===== src/rtl/div_unit.sv =====
// div_unit: multi-cycle iterative integer divider for DIV, DIVU, REM and REMU.
// Restoring shift-subtract, one quotient bit per clock. Sits beside the ALU.
// Ports:
//   clk, rst        clock (rising edge), asynchronous active-high reset
//   start           request, sampled only in IDLE or DONE
//   op              00=DIV 01=DIVU 10=REM 11=REMU, captured with start
//   A, B            dividend / divisor, captured with start
//   busy            high while iterating
//   done            one-cycle pulse, Result valid
//   Result          quotient or remainder, held until the next result
//   Z, N            Result == 0, Result sign bit
//   DivZero         captured divisor was zero, held with Result
//
// state  | meaning
// S_IDLE | waiting for start
// S_BUSY | iterating; count == WIDTH means the final sign-fix edge is next
// S_DONE | Result valid, done high; start accepted here as from IDLE
module div_unit #(
  parameter int WIDTH = 32
) (
  input  logic             clk,
  input  logic             rst,
  input  logic             start,
  input  logic [1:0]       op,
  input  logic [WIDTH-1:0] A,
  input  logic [WIDTH-1:0] B,
  output logic             busy,
  output logic             done,
  output logic [WIDTH-1:0] Result,
  output logic             Z,
  output logic             N,
  output logic             DivZero
);

  localparam int CW = $clog2(WIDTH + 1);
  localparam logic [WIDTH-1:0] MIN_NEG = {1'b1, {(WIDTH-1){1'b0}}};

  typedef enum logic [1:0] {S_IDLE, S_BUSY, S_DONE} state_t;

  state_t           state_q;
  logic             busy_q, done_q, divzero_q;
  logic [WIDTH-1:0] result_q;
  logic [WIDTH-1:0] dvd_q;   // dividend shifts out the top, quotient bits shift in
  logic [WIDTH-1:0] dvs_q;
  logic [WIDTH-1:0] rem_q;
  logic [CW-1:0]    cnt_q;
  logic             qneg_q, rneg_q, sel_rem_q;

  // Operand capture and special-case decode
  logic             signed_op, a_neg, b_neg, b_zero, ovf;
  logic [WIDTH-1:0] a_mag, b_mag, special_res;

  always_comb begin
    signed_op   = ~op[0];
    a_neg       = signed_op & A[WIDTH-1];
    b_neg       = signed_op & B[WIDTH-1];
    a_mag       = a_neg ? ('0 - A) : A;
    b_mag       = b_neg ? ('0 - B) : B;
    b_zero      = (B == '0);
    ovf         = signed_op & (A == MIN_NEG) & (B == '1);
    special_res = '0;
    if (b_zero) special_res = op[1] ? A : '1;
    else        special_res = op[1] ? '0 : A;
  end

  // One restoring step; the shifted remainder is WIDTH+1 bits so a set top
  // bit still compares correctly against divisors above 2^(WIDTH-1).
  logic [WIDTH:0]   rem_sh;
  logic             fits;
  logic [WIDTH-1:0] rem_d, dvd_d, q_fix, r_fix, res_fix;

  always_comb begin
    rem_sh  = {rem_q, dvd_q[WIDTH-1]};
    fits    = (rem_sh >= {1'b0, dvs_q});
    rem_d   = fits ? (rem_sh[WIDTH-1:0] - dvs_q) : rem_sh[WIDTH-1:0];
    dvd_d   = {dvd_q[WIDTH-2:0], fits};
    q_fix   = qneg_q ? ('0 - dvd_q) : dvd_q;
    r_fix   = rneg_q ? ('0 - rem_q) : rem_q;
    res_fix = sel_rem_q ? r_fix : q_fix;
  end

  always_ff @(posedge clk or posedge rst) begin
    if (rst) begin
      state_q   <= S_IDLE;
      busy_q    <= 1'b0;
      done_q    <= 1'b0;
      divzero_q <= 1'b0;
      result_q  <= '0;
      dvd_q     <= '0;
      dvs_q     <= '0;
      rem_q     <= '0;
      cnt_q     <= '0;
      qneg_q    <= 1'b0;
      rneg_q    <= 1'b0;
      sel_rem_q <= 1'b0;
    end else begin
      case (state_q)
        S_IDLE, S_DONE: begin
          if (start) begin
            dvd_q     <= a_mag;
            dvs_q     <= b_mag;
            rem_q     <= '0;
            cnt_q     <= '0;
            qneg_q    <= a_neg ^ b_neg;
            rneg_q    <= a_neg;
            sel_rem_q <= op[1];
            if (b_zero || ovf) begin
              result_q  <= special_res;
              divzero_q <= b_zero;
              state_q   <= S_DONE;
              busy_q    <= 1'b0;
              done_q    <= 1'b1;
            end else begin
              state_q <= S_BUSY;
              busy_q  <= 1'b1;
              done_q  <= 1'b0;
            end
          end else begin
            state_q <= S_IDLE;
            busy_q  <= 1'b0;
            done_q  <= 1'b0;
          end
        end
        S_BUSY: begin
          if (cnt_q == CW'(WIDTH)) begin
            result_q  <= res_fix;
            divzero_q <= 1'b0;
            state_q   <= S_DONE;
            busy_q    <= 1'b0;
            done_q    <= 1'b1;
          end else begin
            rem_q <= rem_d;
            dvd_q <= dvd_d;
            cnt_q <= cnt_q + 1'b1;
          end
        end
        default: begin
          state_q <= S_IDLE;
          busy_q  <= 1'b0;
          done_q  <= 1'b0;
        end
      endcase
    end
  end

  assign busy    = busy_q;
  assign done    = done_q;
  assign Result  = result_q;
  assign DivZero = divzero_q;
  assign Z       = (result_q == '0);
  assign N       = result_q[WIDTH-1];

endmodule


===== config.mk =====
export PLATFORM = sky130hd
export DESIGN_NAME = div_unit
export DESIGN_NICKNAME = d
export VERILOG_FILES = /design/src/rtl/div_unit.sv
export SDC_FILE = /design/constraint.sdc
export NUM_CORES = 1
export LEC_CHECK = 0
export ABC_AREA = 1
export CORE_UTILIZATION = 55
export CTS_BUF_LIST = sky130_fd_sc_hd__clkbuf_8
export CTS_CLUSTER_SIZE = 14
export DETAILED_ROUTE_END_ITERATION = 10
export GPL_ROUTABILITY_DRIVEN = 1
export PLACE_DENSITY = 0.82
export SYNTH_ARGS = -nofsm -noshare
export SYNTH_HDL_FRONTEND = slang
export SYNTH_SLANG_ARGS = --single-unit

===== constraint.sdc =====
create_clock -name clk -period 12.7 [get_ports clk]
set_input_delay 3.175 -clock clk [delete_from_list [all_inputs] [get_ports clk]]
set_output_delay 3.175 -clock clk [all_outputs]
set_load 0.005 [all_outputs]

==> qor.csv, run 1 <==
metric,value,unit
status,"finished, final reports clean",
pwr/cell area,288.6,mW/mm^2
wire length per cell,17.94,um
Async SR Flop Fraction,100.0,%
share of the yosys chip area belonging to registers,27.10,%
Clock H-tree levels,4,
TritonRoute pass-1 iters,10,
vias in the first global route,13410,
delay of the slowest critical-path stage,620,ps
CTS tree,built,
WP buf/inv,1,
die area,0.02429,sq mm
wire length of the first global-routing pass,72520,um
max cap viols,0,
critical path endpoint category,register,
I/O Buffers,105,
Mapped Area,0.01302,sq mm
post-CTS sizing,0,
final worst setup slack,6678,ps
"CP delay by family, top",simple AND/OR/NAND/NOR gates,
routability cong.,1.040,
Gate Count Post-Synth,2184,
FMAX,166.1,MHz
Most used DFF post-synth,dfrtp_1,
internal power,1.849,mW
CP Launch Type,input pin,
Yosys top cell by area,dfrtp_1,
clock share of power,9.3,%
Setup CP Type,in2reg,
mean number of vias per cell,5.926,
final setup vio count,0,
vias post-DR,15240,
fraction of layout cells with a size suffix above 1,3.144,%
Net Switching,2.391,mW
dpl cells,2540,
Slew headroom,29.88,%
clk slew on worst S/H paths,80,ps
GRT overflow,0,
Ports,106,
syn_nets,2293,
Avg Synthesized Cell Area,5.961,sq um
Yosys top cell area share,27.10,%
RSZ-0062 raised after global routing,no,
Switching Share,56.39,%
Layout Nets,2355,
total CTS buffers,17,
setup TNS,0,ps
Initial Util,56.81,%
register-to-register setup slack,9020,ps
# hold bufs at CTS,0,
Post-synth top cells,"nand2_1 (722), nand3_1 (297), inv_1 (259)",
Die H,155.9,um
"Slowest-stage cell, CP",nand2_1,
total routed wirelength,46150,um
Yosys cell types,46,
final hold violation count,0,
warnings from Yosys,0,
Routed Antenna Nets,0,
setup bufs post-CTS,0,
clk_skew,18.62,ps
Total GRT Usage,38.76,%
"count leader, synth",nand2_1,
clk sinks,141,
CP cell instances,clkdlybuf4s50_1 -> nor2_1 -> nand2_1 -> nor2_1 -> nand4_4 -> nand2_1 -> nand2_2 -> nand2_1 -> nand2_1 -> nand2_1 -> o21ai_1,
largest net degree at the start of global routing,82,
Root Buffer Master,clkbuf_8,
Worst Path Required,13020,ps
Comb power frac,69.4,%
worst min path class,reg2reg,
P&R area growth vs syn,12.84,%
First DRT Iteration DRCs,1999,
worst-margin pin slew,1049,ps
DP Area,0.01427,sq mm
initial antenna violation count,0,
core area,0.02292,sq mm
Worst-Skew Late Latency,470,ps
P_leak,7.390,nW
Reg power frac,21.4,%
"Max FO, Critical Path",31,
Synth area leaders,"dfrtp_1 (27%), nand2_1 (21%), nand3_1 (11%)",
post-place setup slack,6300,ps
Slew Limit Fails,0,
# rows,55,
#FFs+latches synth,141,
peak supply drop,125.3,uV
Hold WS,484.3,ps
crit share post-route,47.42,%
finished layout cell area,0.01469,sq mm
crit-path most repeated cell,nand2_1,
clock buffer depth,2,
Die Wd,155.9,um
DRC viols,0,
min Tclk post-route,6022,ps
worst endpoint data arrival time,6340,ps
Post-synth EDFFs,0,
hpwl dp,35580,um
Non-Filler Instances,2572,
==> cell families (layout without fill, tap and decap cells) <==
logic type	count (synthesis)	count (layout)	share of synthesized area [%]
fa+ha+maj	40	40	3.902
simple gates	1329	1329	43.35
flops	141	141	27.10
compound gates	281	281	12.00
buf+inv	340	414	10.07
xor+xnor	53	53	3.566
other cells	0	1	0
==> per-stage QoR <==
stage	util (%)	total power, mW
global placement	62.27	3.694
CTS	64.10	4.160
global route	64.10	4.606
finish	64.11	4.240
floorplan	-	2.865
detailed placement	62.27	3.754
==> worst register-to-register path, stage by stage (launching register included) <==
cell      delay, ps
dfrtp_1         510
ha_1            440
nand2_1         110
nor2_1          240
nand3_1         110
nand3b_1        190
nand2_1          90
nand2_1          90
nand2_1         550
nand2_1         340
buf_4           360
nand2_1         280
nand2_1         160
nand2_1          80
nand2_1          60
==> cell type report <==
cell class / instances / area (sq um)
clock buffer: 17 / 234.0
sequential: 141 / 3528
fill: 2235 / 8225
antenna: 1 / 2.502
multi-input combinational: 1703 / 8194
inverter: 263 / 992.2
timing repair buffer: 120 / 1164
clock inverter: 14 / 183.9
tap: 313 / 391.6
==> cells in the final DEF (no fill, tap or decap), types with 20 or more instances in the layout <==
cell type        instances
a21oi_1                 66
clkdlybuf4s50_1        105
dfrtp_1                141
ha_1                    39
inv_1                  258
nand2_1                722
nand3_1                297
nand4_1                 44
nor2_1                 211
o21ai_0                154
o221ai_1                20
xor2_1                  38
==> power by group through the flow <==
| stage | combinational, mW | sequential (mW) | clock, mW |
|---|---|---|---|
| global route | 3.27 | 0.926 | 0.411 |
| floorplan | 2.04 | 0.826 | 0 |
| finish | 2.94 | 0.906 | 0.393 |
| global placement | 2.80 | 0.897 | 0 |
| CTS | 2.87 | 0.896 | 0.396 |
| detailed placement | 2.85 | 0.902 | 0 |
==> final timing paths <==
check | startpoint | end | cells after the start
setup / recovery | B[8] | DivZero | 11
hold / removal | cnt_q[5] | cnt_q[5] | 1
setup reg to reg | rem_q[4] | rem_q[28] | 14
hold reg to reg | cnt_q[5] | cnt_q[5] | 1
max in group asynchronous | rst | dvs_q[2] | 3
min in group asynchronous | rst | Result[22] | 2
==> state kept, by name (all words and copies together), names as in the netlist <==
signal / count
state_q: 2
dvd_q: 32
qneg_q: 1
rem_q: 32
cnt_q: 6
DivZero: 1
Result: 32
busy: 1
rneg_q: 1
sel_rem_q: 1
dvs_q: 32
==> routing by layer <==
layer	part of all wire (%)	global-route usage, %
met5	0	0
met4	2.9	12.09
met3	14	11.17
met2	40	55.00
met1	43	56.19
Power figures use the tool's default switching activity.
==> run 2, diff against run 1 <==
==> constraint.sdc (replaced) <==
create_clock -name clk -period 5.85 [get_ports clk]
set_input_delay 1.4625 -clock clk [delete_from_list [all_inputs] [get_ports clk]]
set_output_delay 1.4625 -clock clk [all_outputs]
set_load 0.005 [all_outputs]
==> run 2 against run 1 <==
Sequential share of layout area hardly changed. Clock power is 120% higher. Combinational power is 120% higher. First-iteration DRC count is 1.8% lower. Worst hold slack hardly changed. Die area stayed put. Sequential power is 120% higher.
==> qor.csv, run 2 (synthesis results as in run 1) <==
metric,value,unit,change
worst min path class,reg2reg,,
DRC viols,0,,unchanged
TritonRoute pass-1 iters,9,,-1
worst r2r path cells,13,,-1
Slew headroom,27.19,%,-2.7 points
max cap viols,0,,unchanged
critical path endpoint category,register,,
I/O Buffers,105,,unchanged
largest net degree at the start of global routing,60,,-27%
vias post-DR,15080,,-1.1%
fillcell total,2285,,+2.2%
final setup vio count,0,,unchanged
total CTS buffers,17,,unchanged
Hold Crit Endpoint,cnt_q[5],,
Initial Util,56.81,%,unchanged
Net Switching,5.289,mW,+120%
Root Buffer Master,clkbuf_8,,
peak supply drop,329.9,uV,+160%
pwr/cell area,631.0,mW/mm^2,+120%
# hold bufs at CTS,0,,unchanged
Layout Nets,2356,,+0.042%
most frequent cells in the layout,"nand2_1 (722), nand3_1 (297), inv_1 (258)",,
final hold violation count,0,,unchanged
total routed wirelength,47320,um,+2.5%
fraction of layout cells with a size suffix above 1,3.187,%,+0.043 points
initial antenna violation count,1,,+1
WHS Path Cells,1,,unchanged
mean number of vias per cell,5.863,,-1.1%
worst r2r src,dvs_q[8],,
status,"finished, final reports clean",,
GRT overflow,0,,unchanged
"most common cell after layout, fill and taps aside",nand2_1,,
Die Wd,155.9,um,unchanged
Reg power frac,21.5,%,about the same
hold path start,cnt_q[5],,
CP Launch Type,register,,
crit share post-route,74.67,%,
RSZ-0062 raised after global routing,no,,
clk sinks,141,,unchanged
hpwl dp,36820,um,+3.5%
R2R Path End,rem_q[31],,
CTS tree,built,,
setup bufs post-CTS,0,,unchanged
worst-margin pin slew,1090,ps,+40.11 ps
clk_skew,20.06,ps,+1.439 ps
worst endpoint data arrival time,4730,ps,-1610 ps
Routed Antenna Nets,0,,unchanged
Switching Share,57.07,%,+0.68 points
P&R area growth vs syn,12.80,%,about the same
Clock H-tree levels,4,,unchanged
post-CTS sizing,0,,unchanged
routability cong.,1.007,,-3.1%
setup TNS,0,ps,unchanged
register-to-register setup slack,1480,ps,-7540 ps
final core occ,64.08,%,about the same
First DRT Iteration DRCs,1963,,-1.8%
clk slew on worst S/H paths,100,ps,+20 ps
wire length per cell,18.40,um,+2.5%
Ports,106,,unchanged
Slew Limit Fails,0,,unchanged
P_leak,7.396,nW,about the same
Tot Pwr,9.267,mW,+120%
Worst Path Required,6210,ps,-6810 ps
internal power,3.978,mW,+120%
clock share of power,9.2,%,about the same
min Tclk post-route,4368,ps,
"Max FO, Critical Path",27,,-13%
FMAX,228.9,MHz,
Comb power frac,69.3,%,about the same
Worst-Skew Late Latency,490,ps,+20 ps
core area,0.02292,sq mm,unchanged
wire length of the first global-routing pass,73510,um,+1.4%
die area,0.02429,sq mm,unchanged
clock buffer depth,2,,unchanged
# rows,55,,unchanged
Die H,155.9,um,unchanged
vias in the first global route,13280,,-0.96%
Total GRT Usage,39.64,%,+0.88 points
Antenna Cells,0,,-1
Setup CP Type,reg2reg,,
## run 2: critical path, cell delays in order (launching register included)
cell      delay, ps
dfrtp_1         370
inv_1           200
ha_1            330
a21oi_1         220
nand2_1         100
nand3b_1        260
nand2_1         120
nand2_1          80
nand2_1         740
nand2_1         930
nand2_1         600
nand2_1         100
nand2_1         100
nand2_1          70
## run 2: layout make-up
cell class | instances | area, sq um | share of cell area [%]
tap | 313 | 391.6 | 2.667
multi-input combinational | 1703 | 8194 | 55.80
clock buffer | 17 | 234.0 | 1.593
timing repair buffer | 121 | 1171 | 7.975
sequential | 141 | 3528 | 24.03
clock inverter | 14 | 173.9 | 1.184
inverter | 263 | 992.2 | 6.756
## run 2: power groups by stage
stage	sequential (mW)	clock, mW	combinational [mW]
after floorplan	1.79	0	4.43
after global placement	1.97	0	6.09
after detailed placement	1.98	0	6.19
after CTS	1.97	0.846	6.24
after global routing	2.04	0.888	7.09
final	1.99	0.850	6.42
## run 2: how the worst max path moves through the flow
| stage | from | end | slack, ps |
|---|---|---|---|
| 6_report | dvs_q[8] | rem_q[31] | 1480 |
| 5_1_grt | dvs_q[8] | dvd_q[0] | 1340 |
| 4_1_cts | dvs_q[8] | rem_q[31] | 1680 |
| 3_5_place_dp | B[25] | Result[3] | 1270 |
| 3_3_place_gp | B[8] | Result[4] | 1370 |
| 2_1_floorplan | rst | DivZero | 610 |
## run 2: routing by layer
metal	global-route usage (%)	part of all wire, %
met2	55.23	40
met3	11.72	14
met4	10.60	1.9
met5	0	0.019
met1	58.81	44
## run 2: stage by stage
stage	worst slack (ps)	std cells	hold slack [ps]	instance area (sq um)
finish	1482	2572	484.1	14690
global route	1340	2572	525.2	14690
CTS	1675	2572	485.6	14690
detailed placement	1267	2541	470.4	14280
global placement	1370	2541	457.2	14280
floorplan	606.3	2184	433.8	13020
